File: config.mk
export PLATFORM = sky130hd
export DESIGN_NAME = cnu_min_acc
export DESIGN_NICKNAME = d
export VERILOG_FILES = /design/src/rtl/cnu_pkg.sv /design/src/rtl/lane_min2.sv /design/src/rtl/cnu_min_acc.sv
export SDC_FILE = /design/constraint.sdc
export NUM_CORES = 1
export LEC_CHECK = 0
export BUFFER_PORTS_ARGS = -buffer_cell sky130_fd_sc_hd__buf_2
export CAP_MARGIN = 20
export CORE_ASPECT_RATIO = 1.4
export CORE_MARGIN = 3
export CORE_UTILIZATION = 50
export CTS_BUF_LIST = sky130_fd_sc_hd__clkbuf_16
export DETAILED_ROUTE_END_ITERATION = 8
export PLACE_DENSITY = 0.74
export SYNTH_ARGS = -nofsm -noshare
export SYNTH_HDL_FRONTEND = slang
export SYNTH_SLANG_ARGS = --single-unit
File: constraint.sdc
create_clock -name clk -period 4.5 [get_ports clk]
set_input_delay 0.45 -clock clk [delete_from_list [all_inputs] [get_ports clk]]
set_output_delay 0.45 -clock clk [all_outputs]
set_load 0.01 [all_outputs]
File: src/rtl/cnu_pkg.sv
// Shared constants and elaboration-time helpers for the check-node min accumulator.
package cnu_pkg;

  // Padding lanes carry this value so that they can never win a strict-less compare.
  localparam logic [63:0] ALL_ONES = '1;

  function automatic int cdiv(input int a, input int b);
    return (a + b - 1) / b;
  endfunction

  function automatic int clog2c(input int v);
    int r;
    r = 0;
    while ((1 << r) < v) r++;
    return r;
  endfunction

  function automatic int nb_of(input int d, input int p);
    return cdiv(d, p);
  endfunction

  function automatic int bcnt_w_of(input int d, input int p);
    return (nb_of(d, p) <= 1) ? 1 : clog2c(nb_of(d, p));
  endfunction

endpackage

File: src/rtl/lane_min2.sv
// Combinational lane stage: min, second min and position of the smallest lane in one beat.
module lane_min2
  import cnu_pkg::*;
#(
  parameter int data_w = 8,
  parameter int idx_w  = 8,
  parameter int P      = 2
) (
  input  logic [data_w*P-1:0] i_mag,
  input  logic [idx_w-1:0]    i_base,
  output logic [data_w-1:0]   o_min,
  output logic [data_w-1:0]   o_min2,
  output logic [idx_w-1:0]    o_idx
);

  logic [data_w-1:0] w_min;
  logic [data_w-1:0] w_min2;
  logic [idx_w-1:0]  w_idx;

  // Lanes are scanned low to high, so a strict compare keeps the lower position on ties.
  always_comb begin
    w_min  = ALL_ONES[data_w-1:0];
    w_min2 = ALL_ONES[data_w-1:0];
    w_idx  = i_base;
    for (int k = 0; k < P; k++) begin
      if (i_mag[k*data_w +: data_w] < w_min) begin
        w_min2 = w_min;
        w_min  = i_mag[k*data_w +: data_w];
        w_idx  = i_base + idx_w'(k);
      end else if (i_mag[k*data_w +: data_w] < w_min2) begin
        w_min2 = i_mag[k*data_w +: data_w];
      end
    end
  end

  assign o_min  = w_min;
  assign o_min2 = w_min2;
  assign o_idx  = w_idx;

endmodule

File: src/rtl/cnu_min_acc.sv
// Check-node min/min2 accumulator: folds P lanes per beat over NB beats into one row result.
module cnu_min_acc
  import cnu_pkg::*;
#(
  parameter int data_w = 8,
  parameter int idx_w  = 8,
  parameter int D      = 5,
  parameter int P      = 2
) (
  input  logic                clk,
  input  logic                rst,
  input  logic                in_valid,
  output logic                in_ready,
  input  logic [data_w*P-1:0] in_mag,
  input  logic [P-1:0]        in_sgn,
  input  logic                in_clr,
  output logic                out_valid,
  input  logic                out_ready,
  output logic [data_w-1:0]   min,
  output logic [data_w-1:0]   min2,
  output logic [idx_w-1:0]    min_idx,
  output logic                sgn_prod
);

  localparam int                NB   = nb_of(D, P);
  localparam int                BW   = bcnt_w_of(D, P);
  localparam logic [data_w-1:0] PAD  = ALL_ONES[data_w-1:0];
  localparam logic [BW-1:0]     LAST = BW'(NB - 1);

  logic [BW-1:0]     r_bcnt;
  logic [data_w-1:0] r_acc_min;
  logic [data_w-1:0] r_acc_min2;
  logic [idx_w-1:0]  r_acc_idx;
  logic              r_acc_sgn;
  logic              r_out_valid;
  logic [data_w-1:0] r_min;
  logic [data_w-1:0] r_min2;
  logic [idx_w-1:0]  r_min_idx;
  logic              r_sgn;

  logic [data_w*P-1:0] w_mag;
  logic [P-1:0]        w_sgn;
  logic [idx_w-1:0]    w_base;
  logic [data_w-1:0]   w_l_min;
  logic [data_w-1:0]   w_l_min2;
  logic [idx_w-1:0]    w_l_idx;
  logic [data_w-1:0]   w_m_min;
  logic [data_w-1:0]   w_m_min2;
  logic [idx_w-1:0]    w_m_idx;
  logic                w_m_sgn;
  logic                w_accept;
  logic                w_last;

  // Handshakes: a beat transfers on a rising edge with in_valid && in_ready, a result
  // transfers with out_valid && out_ready; a held result blocks input until it is taken.
  assign in_ready = !(r_out_valid && !out_ready);
  assign w_accept = in_valid && in_ready && !in_clr;
  assign w_last   = (r_bcnt == LAST);
  assign w_base   = idx_w'(r_bcnt) * idx_w'(P);

  // Lanes beyond the row degree only exist on the final beat.
  always_comb begin
    w_mag = in_mag;
    w_sgn = in_sgn;
    for (int k = 0; k < P; k++) begin
      if (int'(r_bcnt) * P + k >= D) begin
        w_mag[k*data_w +: data_w] = PAD;
        w_sgn[k]                  = 1'b0;
      end
    end
  end

  lane_min2 #(
    .data_w (data_w),
    .idx_w  (idx_w),
    .P      (P)
  ) u_lane (
    .i_mag  (w_mag),
    .i_base (w_base),
    .o_min  (w_l_min),
    .o_min2 (w_l_min2),
    .o_idx  (w_l_idx)
  );

  // Accumulated positions are always lower than this beat's, so ties stay with the accumulator.
  always_comb begin
    w_m_sgn = r_acc_sgn ^ (^w_sgn);
    if (w_l_min < r_acc_min) begin
      w_m_min  = w_l_min;
      w_m_idx  = w_l_idx;
      w_m_min2 = (r_acc_min < w_l_min2) ? r_acc_min : w_l_min2;
    end else begin
      w_m_min  = r_acc_min;
      w_m_idx  = r_acc_idx;
      w_m_min2 = (w_l_min < r_acc_min2) ? w_l_min : r_acc_min2;
    end
  end

  always_ff @(posedge clk) begin
    if (!rst) begin
      r_bcnt      <= '0;
      r_acc_min   <= PAD;
      r_acc_min2  <= PAD;
      r_acc_idx   <= '0;
      r_acc_sgn   <= 1'b0;
      r_out_valid <= 1'b0;
      r_min       <= '0;
      r_min2      <= '0;
      r_min_idx   <= '0;
      r_sgn       <= 1'b0;
    end else begin
      if (in_clr || (w_accept && w_last)) begin
        r_bcnt     <= '0;
        r_acc_min  <= PAD;
        r_acc_min2 <= PAD;
        r_acc_idx  <= '0;
        r_acc_sgn  <= 1'b0;
      end else if (w_accept) begin
        r_bcnt     <= r_bcnt + BW'(1);
        r_acc_min  <= w_m_min;
        r_acc_min2 <= w_m_min2;
        r_acc_idx  <= w_m_idx;
        r_acc_sgn  <= w_m_sgn;
      end

      if (w_accept && w_last) begin
        r_min       <= w_m_min;
        r_min2      <= w_m_min2;
        r_min_idx   <= w_m_idx;
        r_sgn       <= w_m_sgn;
        r_out_valid <= 1'b1;
      end else if (out_ready) begin
        r_out_valid <= 1'b0;
      end
    end
  end

  assign out_valid = r_out_valid;
  assign min       = r_min;
  assign min2      = r_min2;
  assign min_idx   = r_min_idx;
  assign sgn_prod  = r_sgn;

endmodule

==> summary.md <==
| Metric | Value |
|---|---|
| Outcome | finished clean |
| Actual slew at the worst max-slew pin | 0.718 ns |
| TritonCTS clock tree | yes |
| Critical Path End Type | register |
| Syn. warnings | 0 |
| Crit path DAT | 4.59 ns |
| CP startpoint kind | register |
| Max-cap viol count | 0 |
| Combinational share of power | 0.386 |
| Worst Clk Skew | 0.0120 ns |
| Tmin final | about 4.4 ns |
| Peak supply drop | 0.292 mV |
| Ys async rst share | 0 |
| Netlist Area Pre-Place | 3490 um^2 |
| Placed Instances | 577 |
| Antenna violations before repair | 0 |
| Die H | between 100 and 150 um |
| I/O Pins | 50 |
| Worst-path fanout max | 15 |
| Flops & latches, synth | 53 |
| GRT overflow | 0 |
| Post-synth top area cell | dfxtp_1 |
| Critical path's top delay family | compound AO/OA/AOI/OAI gates |
| Register area share after synthesis | 0.304 |
| Largest net degree at the start of global routing | 31 |
| CTS Buf Count | 5 |
| Drt pass-1 iters | 5 |
| Final #Nets | 558 |
| Pins Over Slew Limit | 0 |
| Yosys cell types | between 50 and 60 |
| I/O Buffers | 49 |
| Top post-synthesis cells by area | dfxtp_1, ha_1, a21oi_1 |
| Worst-path clk slew | 0.07 ns |
| Leak Pwr | 2.14 nW |
| Non-filler cells, final | roughly 600 |
| Layout cells sized above 1 | 0.340 |
| Max Clk Rate | 227 MHz |
| CTS Sinks | between 50 and 60 |
| DR WL/cell | 18.1 um |
| Register Area | 1060 um^2 |
| Vias/cell | around 5.9 |
| Final hold viol count | 0 |
| Crit-path slowest cell | o32ai_4 |
| Post-route cell area | 4540 um^2 |
| Layout area overhead | 30.2% |
| Clk pwr share | 0.290 |
| CP Class | reg -> reg |
| Internal power | 0.00100 W |
| Worst relative slew slack | 0.520 |
| Commonest cells post-synth | dfxtp_1, a21oi_1, nor2_1, inv_1, nand2_1 |
| Antenna Violating Nets Remaining | 0 |
| CTS root buf | clkbuf_16 |
| Clk buf depth | 2 |
| Final period utilization | 0.980 |
| Syn Area/Cell | 8.23 um^2 |
| Detail Placement HPWL | 7590 um |
| Gr usage total | 0.249 |
| Chip width | 76.6 um |
| Slowest stage delay, CP | 0.49 ns |
| Reg power frac | 0.324 |
| First-pass GRT wire length | 16100 um |
| Core area | ~6700 um^2 |
| P_sw | 0.000519 W |
| DR iter-0 viols | approximately 210 |
| Filler cells | 536 |
| Main synth FF type | dfxtp_1 |
| Starting density of the core | 0.521 |
| R2R Setup Slk | 0.09 ns |
| WP data required | 4.67 ns |
| Fin util | 0.678 |
| Rows | 35 |
| Syn nets | 477 |
| GPL Wtd Cong | 0.984 |
| Mapped Cells | 424 |
| Sw Ratio | 0.341 |
| Hold Path Class | reg -> reg |
| Placed instance area | 4020 um^2 |
| H-tree depth | 2 |
| Vias in the first global route | 3273 |
| Worst-Skew Late Latency | 0.30 ns |
| Post-synth EDFFs | 0 |
| CTS Hold Buffers Added | 0 |
| Diodes inserted | 0 |
| WL final | about 11000 um |
| Count leader, synth | dfxtp_1 |
| Residual DRC | 0 |
| Cell Chain, Critical Path | inv_2 > ha_4 > or3_4 > ha_4 > nand4_1 > a311oi_4 > nor3_4 > buf_6 > mux2_4 > ha_1 > o21a_1 > o21ai_0 > a21o_1 > o32ai_4 > buf_6 > mux2i_2 > a21oi_1 |
| Setup TNS | 0 ns |
| Via count | 3543 |
| Endpoints failing setup | 0 |
| Top cell type's share of synthesized area | 0.304 |
| PwrDens | 335 nW/um^2 |
| Multi-input gate area | 2440 um^2 |
| Die area | between 8000 and 9000 um^2 |
| Buf+Inv Stages, Crit Path | 3 |
## tightest hold or removal path: stages (launching register included)
cell and delay, ns:
dfxtp_1 0.31, nand2_1 0.05, a21boi_1 0.05
## power by group through the flow
stage                     Clock [W]  Sequential [W]  Combinational [W]
final                      0.000441        0.000493           0.000588
after global routing       0.000461        0.000495           0.000626
after floorplan                   0        0.000502           0.000320
after CTS                  0.000444        0.000492           0.000495
after global placement            0        0.000502           0.000467
after detailed placement          0        0.000503           0.000474
## registers in the layout, summed over array words and instances, names as in the netlist
register,cells
r_acc_sgn,1
r_bcnt,2
out_valid,1
r_acc_idx,8
min2,8
min,8
sgn_prod,1
r_acc_min2,8
min_idx,8
r_acc_min,8
## layout make-up
| type | count | area share |
|---|---|---|
| multi-input combinational | 315 | 0.538 |
| sequential | 53 | 0.234 |
| timing repair buffer | 98 | 0.139 |
| clock buffer | 5 | 0.0275 |
| inverter | 32 | 0.0264 |
| tap | 92 | 0.0253 |
| clock inverter | 3 | 0.00964 |
## logic make-up after synthesis
group | share of synthesized area
AND/OR/NAND/NOR | 0.178
buffers and inverters | 0.0699
XOR/XNOR | 0.00753
AO/OA/AOI/OAI | 0.246
adder cells (fa/ha/maj) | 0.108
flip-flops | 0.304
multiplexers | 0.0875
## path summary, 6_finish.rpt
kind,endpoint,startpoint,depth (start not counted)
max,min[3]$_SDFFE_PN0P_,r_bcnt[0]$_SDFFE_PP0P_,17
min,min_idx[5]$_SDFFE_PN0P_,min_idx[5]$_SDFFE_PN0P_,2
max reg2reg,min[3]$_SDFFE_PN0P_,r_bcnt[0]$_SDFFE_PP0P_,17
min reg2reg,min_idx[5]$_SDFFE_PN0P_,min_idx[5]$_SDFFE_PN0P_,2
## metal layers
metal,GRT usage,vias to the layer above,share of wire
li1,-,1696,-
met1,0.307,1654,0.40
met2,0.419,152,0.49
met3,0.0302,41,0.059
met4,0.133,0,0.049
met5,0,-,0
## what timing repair did
item                                    in CTS  in global routing
endpoints found under the setup margin      32                 35
setup buffers                                0                 11
gates cloned                                 0                  2
resized for setup                           13                 38
pin swaps                                    5                 11
## through the flow
| step | total power, W | hold slack, ns | worst slack (ns) |
|---|---|---|---|
| final | 0.00152 | 0.445 | 0.0883 |
| after global routing | 0.00158 | 0.480 | -0.0710 |
| after CTS | 0.00143 | 0.448 | 0.0257 |
| after detailed placement | 0.000977 | 0.438 | -0.165 |
| after global placement | 0.000970 | 0.436 | -0.0564 |
| after floorplan | 0.000822 | 0.442 | 0.0829 |
## cell usage in the layout, fill, tap and decap left out, types with 5 or more instances in the layout
master and n:
mux2i_1 14, or2_2 7, a211oi_1 5, buf_4 42
inv_1 31, o21ai_1 7, buf_2 50, o21ai_0 15
ha_1 23, o221ai_1 5, nand2_1 31, dfxtp_1 52
buf_6 6, a21boi_1 5, o211ai_1 9, a21oi_1 42
mux2_2 6, o31ai_1 5, ha_4 6, mux2i_2 5
and3_1 5, nor2_1 34, or3_4 6, clkbuf_16 5
nand3_1 13
Power figures use the tool's default switching activity.
